===== config.mk =====
export PLATFORM = sky130hd
export DESIGN_NAME = regfile_wb_arbiter
export DESIGN_NICKNAME = d
export VERILOG_FILES = /design/src/rtl/regfile_pkg.sv /design/src/rtl/rr_arbiter.sv /design/src/rtl/regfile_wb_arbiter.sv
export SDC_FILE = /design/constraint.sdc
export NUM_CORES = 1
export LEC_CHECK = 0
export BUFFER_PORTS_ARGS = -buffer_cell sky130_fd_sc_hd__buf_2
export CORE_AREA = 2 2 115 89
export CTS_CLUSTER_DIAMETER = 80
export DETAILED_ROUTE_END_ITERATION = 7
export DIE_AREA = 0 0 117 91
export PLACE_DENSITY_LB_ADDON = 0.05
export SLEW_MARGIN = 20
export SYNTH_ARGS = -nofsm -noshare
export SYNTH_HDL_FRONTEND = slang
export SYNTH_SLANG_ARGS = --single-unit

===== constraint.sdc =====
create_clock -name Clk -period 1.4 [get_ports Clk]
set_input_delay 0.28 -clock Clk [delete_from_list [all_inputs] [get_ports Clk]]
set_output_delay 0.28 -clock Clk [all_outputs]
set_load 0.03 [all_outputs]

===== src/rtl/regfile_pkg.sv =====
// Shared constants and helpers for the register-bank write-port scheduler.
// onehot_dec masks r0 so the hardwired register can never be enabled or marked busy.
package regfile_pkg;

    localparam int DW   = 32;
    localparam int AW   = 5;
    localparam int NREG = 1 << AW;
    localparam int NREQ = 2;
    localparam int PW   = (NREQ > 1) ? $clog2(NREQ) : 1;

    function automatic logic [NREG-1:0] onehot_dec(input logic [AW-1:0] addr);
        logic [NREG-1:0] oh;
        oh       = '0;
        oh[addr] = 1'b1;
        oh[0]    = 1'b0;
        return oh;
    endfunction

    // First requester at or after ptr, wrapping; a zero ptr gives lowest-index priority.
    function automatic logic [NREQ-1:0] pick_rr(input logic [NREQ-1:0] req,
                                                input logic [PW-1:0]   ptr);
        logic [NREQ-1:0] g;
        logic            found;
        int              idx;
        g     = '0;
        found = 1'b0;
        for (int k = 0; k < NREQ; k++) begin
            idx = (int'(ptr) + k) % NREQ;
            if (!found && req[idx]) begin
                g[idx] = 1'b1;
                found  = 1'b1;
            end
        end
        return g;
    endfunction

endpackage


===== src/rtl/rr_arbiter.sv =====
// Writeback requester arbiter: round-robin when REGWB_ROUND_ROBIN_EN is defined, else fixed priority.
// Latency: grant is combinational from Req and pointer; pointer advances at the edge after a grant.
// Backpressure: ungranted requesters simply hold Req; grant is forced low while Rst is high.
module rr_arbiter
    import regfile_pkg::*;
(
    input  logic            Clk,
    input  logic            Rst,
    input  logic [NREQ-1:0] Req,
    output logic [NREQ-1:0] Gnt
);

`ifdef REGWB_ROUND_ROBIN_EN
    logic [PW-1:0] ptr;
    logic [PW-1:0] ptr_nxt;

    always_comb begin
        Gnt     = Rst ? '0 : pick_rr(Req, ptr);
        ptr_nxt = ptr;
        for (int i = 0; i < NREQ; i++) begin
            if (Gnt[i]) begin
                ptr_nxt = (i == NREQ - 1) ? '0 : PW'(i + 1);
            end
        end
    end

    always_ff @(posedge Clk) begin
        if (Rst) begin
            ptr <= '0;
        end else begin
            ptr <= ptr_nxt;
        end
    end
`else
    // Fixed priority is purely combinational, so the clock has no load here.
    logic unused_clk;
    assign unused_clk = Clk;

    always_comb begin
        Gnt = Rst ? '0 : pick_rr(Req, '0);
    end
`endif

endmodule


===== src/rtl/regfile_wb_arbiter.sv =====
// Shares the register bank write port among NREQ writeback requesters and tracks busy registers.
// Latency: grant in cycle t drives D/En during t+1; policy set by REGWB_ROUND_ROBIN_EN.
// Backpressure: one grant per cycle, requesters hold until granted; r0 writes consume a slot with En=0.
module regfile_wb_arbiter #(
    parameter int NREQ = regfile_pkg::NREQ,
    parameter int DW   = regfile_pkg::DW,
    parameter int AW   = regfile_pkg::AW,
    parameter int NREG = regfile_pkg::NREG
) (
    input  logic                 Clk,
    input  logic                 Rst,
    input  logic [NREQ-1:0]      Req,
    input  logic [NREQ*AW-1:0]   ReqAddr,
    input  logic [NREQ*DW-1:0]   ReqData,
    output logic [NREQ-1:0]      Gnt,
    input  logic                 Resv,
    input  logic [AW-1:0]        ResvAddr,
    output logic [NREG-1:0]      Busy,
    output logic [DW-1:0]        D,
    output logic [NREG-1:0]      En
);
    import regfile_pkg::*;

    logic [NREQ-1:0] gnt;
    logic            any_gnt;
    logic [AW-1:0]   sel_addr;
    logic [DW-1:0]   sel_data;
    logic [NREG-1:0] busy_set;

    rr_arbiter u_arb (
        .Clk (Clk),
        .Rst (Rst),
        .Req (Req),
        .Gnt (gnt)
    );

    assign Gnt = gnt;

    always_comb begin
        any_gnt  = 1'b0;
        sel_addr = '0;
        sel_data = '0;
        for (int i = 0; i < NREQ; i++) begin
            if (gnt[i]) begin
                any_gnt  = 1'b1;
                sel_addr = ReqAddr[i*AW +: AW];
                sel_data = ReqData[i*DW +: DW];
            end
        end
    end

    always_ff @(posedge Clk) begin
        if (Rst) begin
            D  <= '0;
            En <= '0;
        end else begin
            En <= any_gnt ? onehot_dec(sel_addr) : '0;
            if (any_gnt) begin
                D <= sel_data;
            end
        end
    end

    // A new reservation landing on the register being written keeps it busy.
    assign busy_set = Resv ? onehot_dec(ResvAddr) : '0;

    always_ff @(posedge Clk) begin
        if (Rst) begin
            Busy <= '0;
        end else begin
            Busy <= (Busy & ~En) | busy_set;
        end
    end

endmodule


==> impl_metrics.tcl, run 1 <==
set metrics [dict create \
    outcome "complete, no violations" \
    synth_top_family_by_area "simple AND/OR/NAND/NOR gates" \
    cts_tree "done" \
    synth_seq_cells 94 \
    numCtsBuffers 9 \
    fmax_ghz 0.747 \
    grt_max_degree 33 \
    core_area_sq_um 9500 \
    ys_warn_count 0 \
    finalPower_mw 6.18 \
    synth_xor_area_share_pct 0 \
    drc 0 \
    synth.avg_cell_area_sq_um 9.82 \
    muxShareOfSynthArea_pct 17.4 \
    powerDensity_nw_per_um2 1150 \
    grt-ovfl-total 0 \
    gp_congestion 0.813 \
    htreeDepth 3 \
    die_w_microns 117 \
    start_util_pct 41.2 \
    synth_cell_types 39 \
    dp_slack_ps -296 \
    seq_area_frac_synth_pct 48.0 \
    slew_violations 0 \
    syn_inst 399 \
    crit_required_ps 1120 \
    fillers 895 \
    cts-root-buf "clkbuf_16" \
    routed_via_density 4.86 \
    synth.area.top_cells "dfxtp_1 (48%), mux2_2 (9.2%), mux2i_1 (8.2%), nor2_1 (6.3%), nor2b_1 (5.4%)" \
    wire_per_inst_microns 14.7 \
    clock_sinks 94 \
    rsz0062_at_grt "no" \
    yosys.area_share.simple_pct 22.8 \
    syn_to_final_growth_pct 36.7 \
    path_max_fanout 8 \
    grt_pass1_wl_microns 16900 \
    row_count 31 \
    nets 670 \
    drt-initial-drc-count 169 \
    period_minus_slack_ps 1340 \
    hp-class "in2reg" \
    hold_violations 0 \
    worst_slew_pin_slew_ps 571 \
    cp-start-kind "input pin" \
    syn-cell-area_sq_um 3920 \
    drive_gt1_share_pct 44.0 \
    synth-compound-area-share_pct 7.38 \
    antennaDiodeCount 0 \
    ys.flop_type "dfxtp_1" \
    multi_input_area_sq_um 1890 \
    io_pins 182 \
    die_height_microns 91 \
    synth_edf_count 0 \
    hold_buffers 0 \
    regArea_sq_um 1880 \
    crit_type "in2out" \
    setup_viol 0 \
    crit_arrival_ps 1060 \
    synth_top_cell_by_area "dfxtp_1" \
    vias 3516 \
    wl_microns 10600 \
    finalClockSkew_ps 6.36 \
    ir_drop_uv 568 \
    dr.pass1.iters 4 \
    grt_use_total_pct 20.3 \
    cap_viol_max_count 0 \
    synthAdderAreaFrac_pct 0 \
    slew_headroom_pct 61.9 \
    setup_ws_ps 60.6 \
    clockBufferDepth 2 \
    finalCritPeriodShare_pct 95.7 \
    grt_pass1_vias 3336 \
    crit_path_end_kind "primary output" \
    dpl.hpwl_microns 7980 \
    clk_latency_ps 340 \
    synth_most_common_cell "dfxtp_1" \
    ys_top_cells_by_count "dfxtp_1 (94), nor2_1 (66), nor2b_1 (34)" \
    port_buffers 179 \
    synth_top_area_share_pct 48.0 \
    async_reset_ff_share_pct 0 \
    antenna_left 0 \
    leakagePower_nw 2.71 \
    dieArea_sq_um 10600 \
    antenna_found_initial 0 \
    clkTransAtPathRegs_ps 70 \
]
[report_power, final]
part	internal (mW)	total [mW]	switching, mW
logic	0.382	0.913	0.531
clock network	1.40	2.46	1.06
registers	2.76	2.80	0.0403
[cell families (layout without fill, tap and decap cells)]
logic type	Yosys count	after routing
simple gates	164	164
flops	94	94
mux	64	64
compound gates	47	47
buf+inv	29	220
other cells	1	2
[flip-flops by register name, summed over array words and instances (netlist names)]
name / count
D: 32
Busy: 31
En: 31
[critical path, stage by stage]
cell,delay (ps)
buf_2,140
buf_4,160
nand2b_2,210
nor2_4,80
clkbuf_4,190
[final timing paths]
kind	start	endpoint	slack, ps	cells after the start
worst max register to register	D[15]$_SDFFE_PP0P_	D[15]$_SDFFE_PP0P_	530	3
worst min-delay path	ReqData[6]	D[6]$_SDFFE_PP0P_	170	3
worst max-delay path	Req[0]	Gnt[1]	60	5
worst min register to register	En[14]$_SDFF_PP0_	Busy[14]$_SDFF_PP0_	560	3
[per-stage QoR]
stage	cell area [sq um]	cells	util, %	TNS [ps]	hold WS [ps]
after floorplan	3940	400	-	-0.896	427
after global placement	5050	707	53.1	-2310	511
after detailed placement	5050	707	53.1	-3840	524
after CTS	5350	723	56.3	0	161
after global routing	5360	723	56.4	0	177
final	5360	723	56.4	0	173
[placed cells by master (no fill, tap or decap), drive strengths merged, types with 2 or more instances in the layout]
cell / count
nor3: 20
a21oi: 33
conb: 2
dfxtp: 94
nand3b: 4
o21ai: 2
clkbuf: 10
buf: 201
nand2: 5
nor2b: 34
and3b: 7
o221ai: 2
and2: 2
inv: 5
mux2i: 32
nor4: 8
o2111ai: 3
nor3b: 6
and3: 7
nor2: 66
a21o: 2
clkinv: 2
mux2: 32
[final cells by class]
class,count,share of cell area (%)
clock buffer,9,4.20
inverter,2,0.140
tap,132,3.08
multi-input combinational,277,35.3
clock inverter,7,1.45
timing repair buffer,202,20.7
sequential,94,35.1
[what timing repair did]
action | 4_1_cts | 5_1_grt
buffers inserted | 0 | 0
endpoints found under the setup margin | 0 | 2
resized for setup | 0 | 3
[per-layer routing]
layer	global-route usage, %	share of wire, %
met5	0	0
met4	5.20	0.45
met1	28.0	47
met3	6.28	7.7
met2	30.9	45
Note: power is estimated with default switching activity, not from simulation.
==> run 2, diff against run 1 <==
CELL_PAD_IN_SITES_DETAIL_PLACEMENT = 1   (was default)
CELL_PAD_IN_SITES_GLOBAL_PLACEMENT = 1   (was default)
CORE_AREA = 2 2 133 103   (was 2 2 115 89)
DIE_AREA = 0 0 135 105   (was 0 0 117 91)
SETUP_SLACK_MARGIN = 0.3   (was default)
==> run 2 against run 1 <==
Final cell count rose by 8.7%. Wire length rose by 27%. Final area rose by 22%. Utilization fell by 5.3 points. Global-route usage fell by 1.7 points. Clock skew fell by 2.3 ps. Combinational power rose by 26%. Setup slack improved by 180 ps. Critical endpoint unchanged.
==> impl_metrics.tcl, run 2 (synthesized netlist as in run 1, its figures left out) <==
set metrics [dict create \
    cts-root-buf "clkbuf_16" \
    nets 695 \
    drc 0 \
    clkTransAtPathRegs_ps 70 \
    dieArea_sq_um 14200 \
    syn_to_final_growth_pct 66.7 \
    antenna_left 0 \
    drt-initial-drc-count 149 \
    numCtsBuffers 9 \
    hp-class "in2reg" \
    grt-ovfl-total 0 \
    io_pins 182 \
    routed_via_density 4.76 \
    slew_violations 0 \
    path_max_fanout 6 \
    drive_gt1_share_pct 64.4 \
    powerDensity_nw_per_um2 1010 \
    wire_per_inst_microns 17.2 \
    finalClockSkew_ps 4.11 \
    final_cell_mix "buf_6 (99), dfxtp_2 (92), buf_2 (81)" \
    path_common_cell "buf_8" \
    whs_ps 179 \
    core_area_sq_um 12800 \
    clk_latency_ps 330 \
    fillers 1399 \
    grt_max_degree 21 \
    ir_drop_uv 578 \
    seq_power_share_pct 43.1 \
    intPower_mw 4.89 \
    rsz0062_at_grt "yes" \
    critical_path.slowest_cell "nand2b_4" \
    grt_pass1_vias 3834 \
    crit_required_ps 1120 \
    cap_viol_max_count 0 \
    largest_register_ffs 32 \
    row_count 36 \
    path_cells "buf_8 -> buf_8 -> nand2b_4 -> nor2_4 -> buf_6" \
    start_util_pct 30.6 \
    finalNonFillerCells 786 \
    setup_viol 0 \
    fin_setup_tns_ps 0 \
    worst-path-buf-inv 3 \
    max_stage_delay_ps 160 \
    clock_sinks 94 \
    dr.pass1.iters 4 \
    layout_commonest_cell "buf_6" \
    comb_power_share_pct 17.5 \
    finalCritPeriodShare_pct 82.8 \
    die_height_microns 105 \
    wl_microns 13500 \
    fmax_ghz 0.863 \
    hold_violations 0 \
    antennaDiodeCount 0 \
    cp-start-kind "input pin" \
    outcome "complete, no violations" \
    grt_use_total_pct 18.6 \
    rrSetupSlack_ps 420 \
    critPathTopFamily "buffers and inverters" \
    dpl.hpwl_microns 9630 \
    leakagePower_nw 3.01 \
    crit_path_end_kind "primary output" \
    netSwitchingFraction_pct 25.6 \
    crit_arrival_ps 880 \
    vias 3741 \
    p_switching_mw 1.69 \
    dp_cells 754 \
    regMostFlops "D" \
    crit_type "in2out" \
    dp_slack_ps -227 \
    grt_pass1_wl_microns 20700 \
    antenna_found_initial 0 \
    gp_congestion 0.765 \
    setup_ws_ps 241 \
    top_regs "D: 32 flops, Busy: 31 flops, En: 31 flops" \
    port_buffers 179 \
    period_minus_slack_ps 1160 \
    cts_tree "done" \
    power_frac_clock_pct 39.4 \
    clockBufferDepth 2 \
    htreeDepth 3 \
    die_w_microns 135 \
]
[run 2: what timing repair did]
action	in CTS	in global routing
cloned	1	1
hold buffers	0	0
pin swaps	0	2
setup endpoints to repair	112	112
resized for setup	295	24
setup buffers	6	9
[run 2: per-layer routing]
| metal | vias to the layer above | GRT usage (%) | share of wire, % |
|---|---|---|---|
| met5 | - | 0 | 0 |
| met4 | 0 | 2.83 | 0.75 |
| met3 | 9 | 5.05 | 6.6 |
| met2 | 126 | 28.5 | 45 |
| met1 | 1795 | 26.6 | 48 |
| li1 | 1811 | - | - |
[run 2: worst paths after layout]
check / start / to / cells after the start
max: Req[0] / Gnt[1] / 5
min: ReqData[27] / D[27]$_SDFFE_PP0P_ / 3
max reg2reg: D[1]$_SDFFE_PP0P_ / D[1]$_SDFFE_PP0P_ / 4
min reg2reg: En[22]$_SDFF_PP0_ / Busy[22]$_SDFF_PP0_ / 3
[run 2: final cells by class]
class / instances / area [sq um] / share of cell area, %
clock buffers: 10 / 229 / 3.50
clock inverters: 5 / 83.8 / 1.28
inverters: 2 / 7.51 / 0.115
multi-input cells: 278 / 2050 / 31.4
flip-flops and latches: 94 / 2000 / 30.7
well taps: 171 / 214 / 3.27
repair buffers: 226 / 1940 / 29.7
[run 2: through the flow]
stage	util (%)	power (mW)	instance area, sq um
finish	51.1	6.57	6530
global route	51.1	6.87	6530
CTS	49.6	6.63	6350
detailed placement	40.6	3.82	5200
global placement	40.6	3.81	5200
floorplan	-	3.48	4060
[run 2: worst reg2reg max path: cells and delay by family (launching register included)]
| family | cells | cell delay (ps) |
|---|---|---|
| mux | 2 | 370 |
| flops | 1 | 330 |
| simple gates | 1 | 50 |
| buf+inv | 1 | 130 |
[run 2: power groups by stage]
stage               clock [mW]  sequential, mW  combinational, mW
global route              2.80            2.84               1.23
floorplan                    0            3.03              0.451
CTS                       2.68            2.84               1.11
finish                    2.59            2.83               1.15
global placement             0            2.86              0.949
detailed placement           0            2.86              0.962
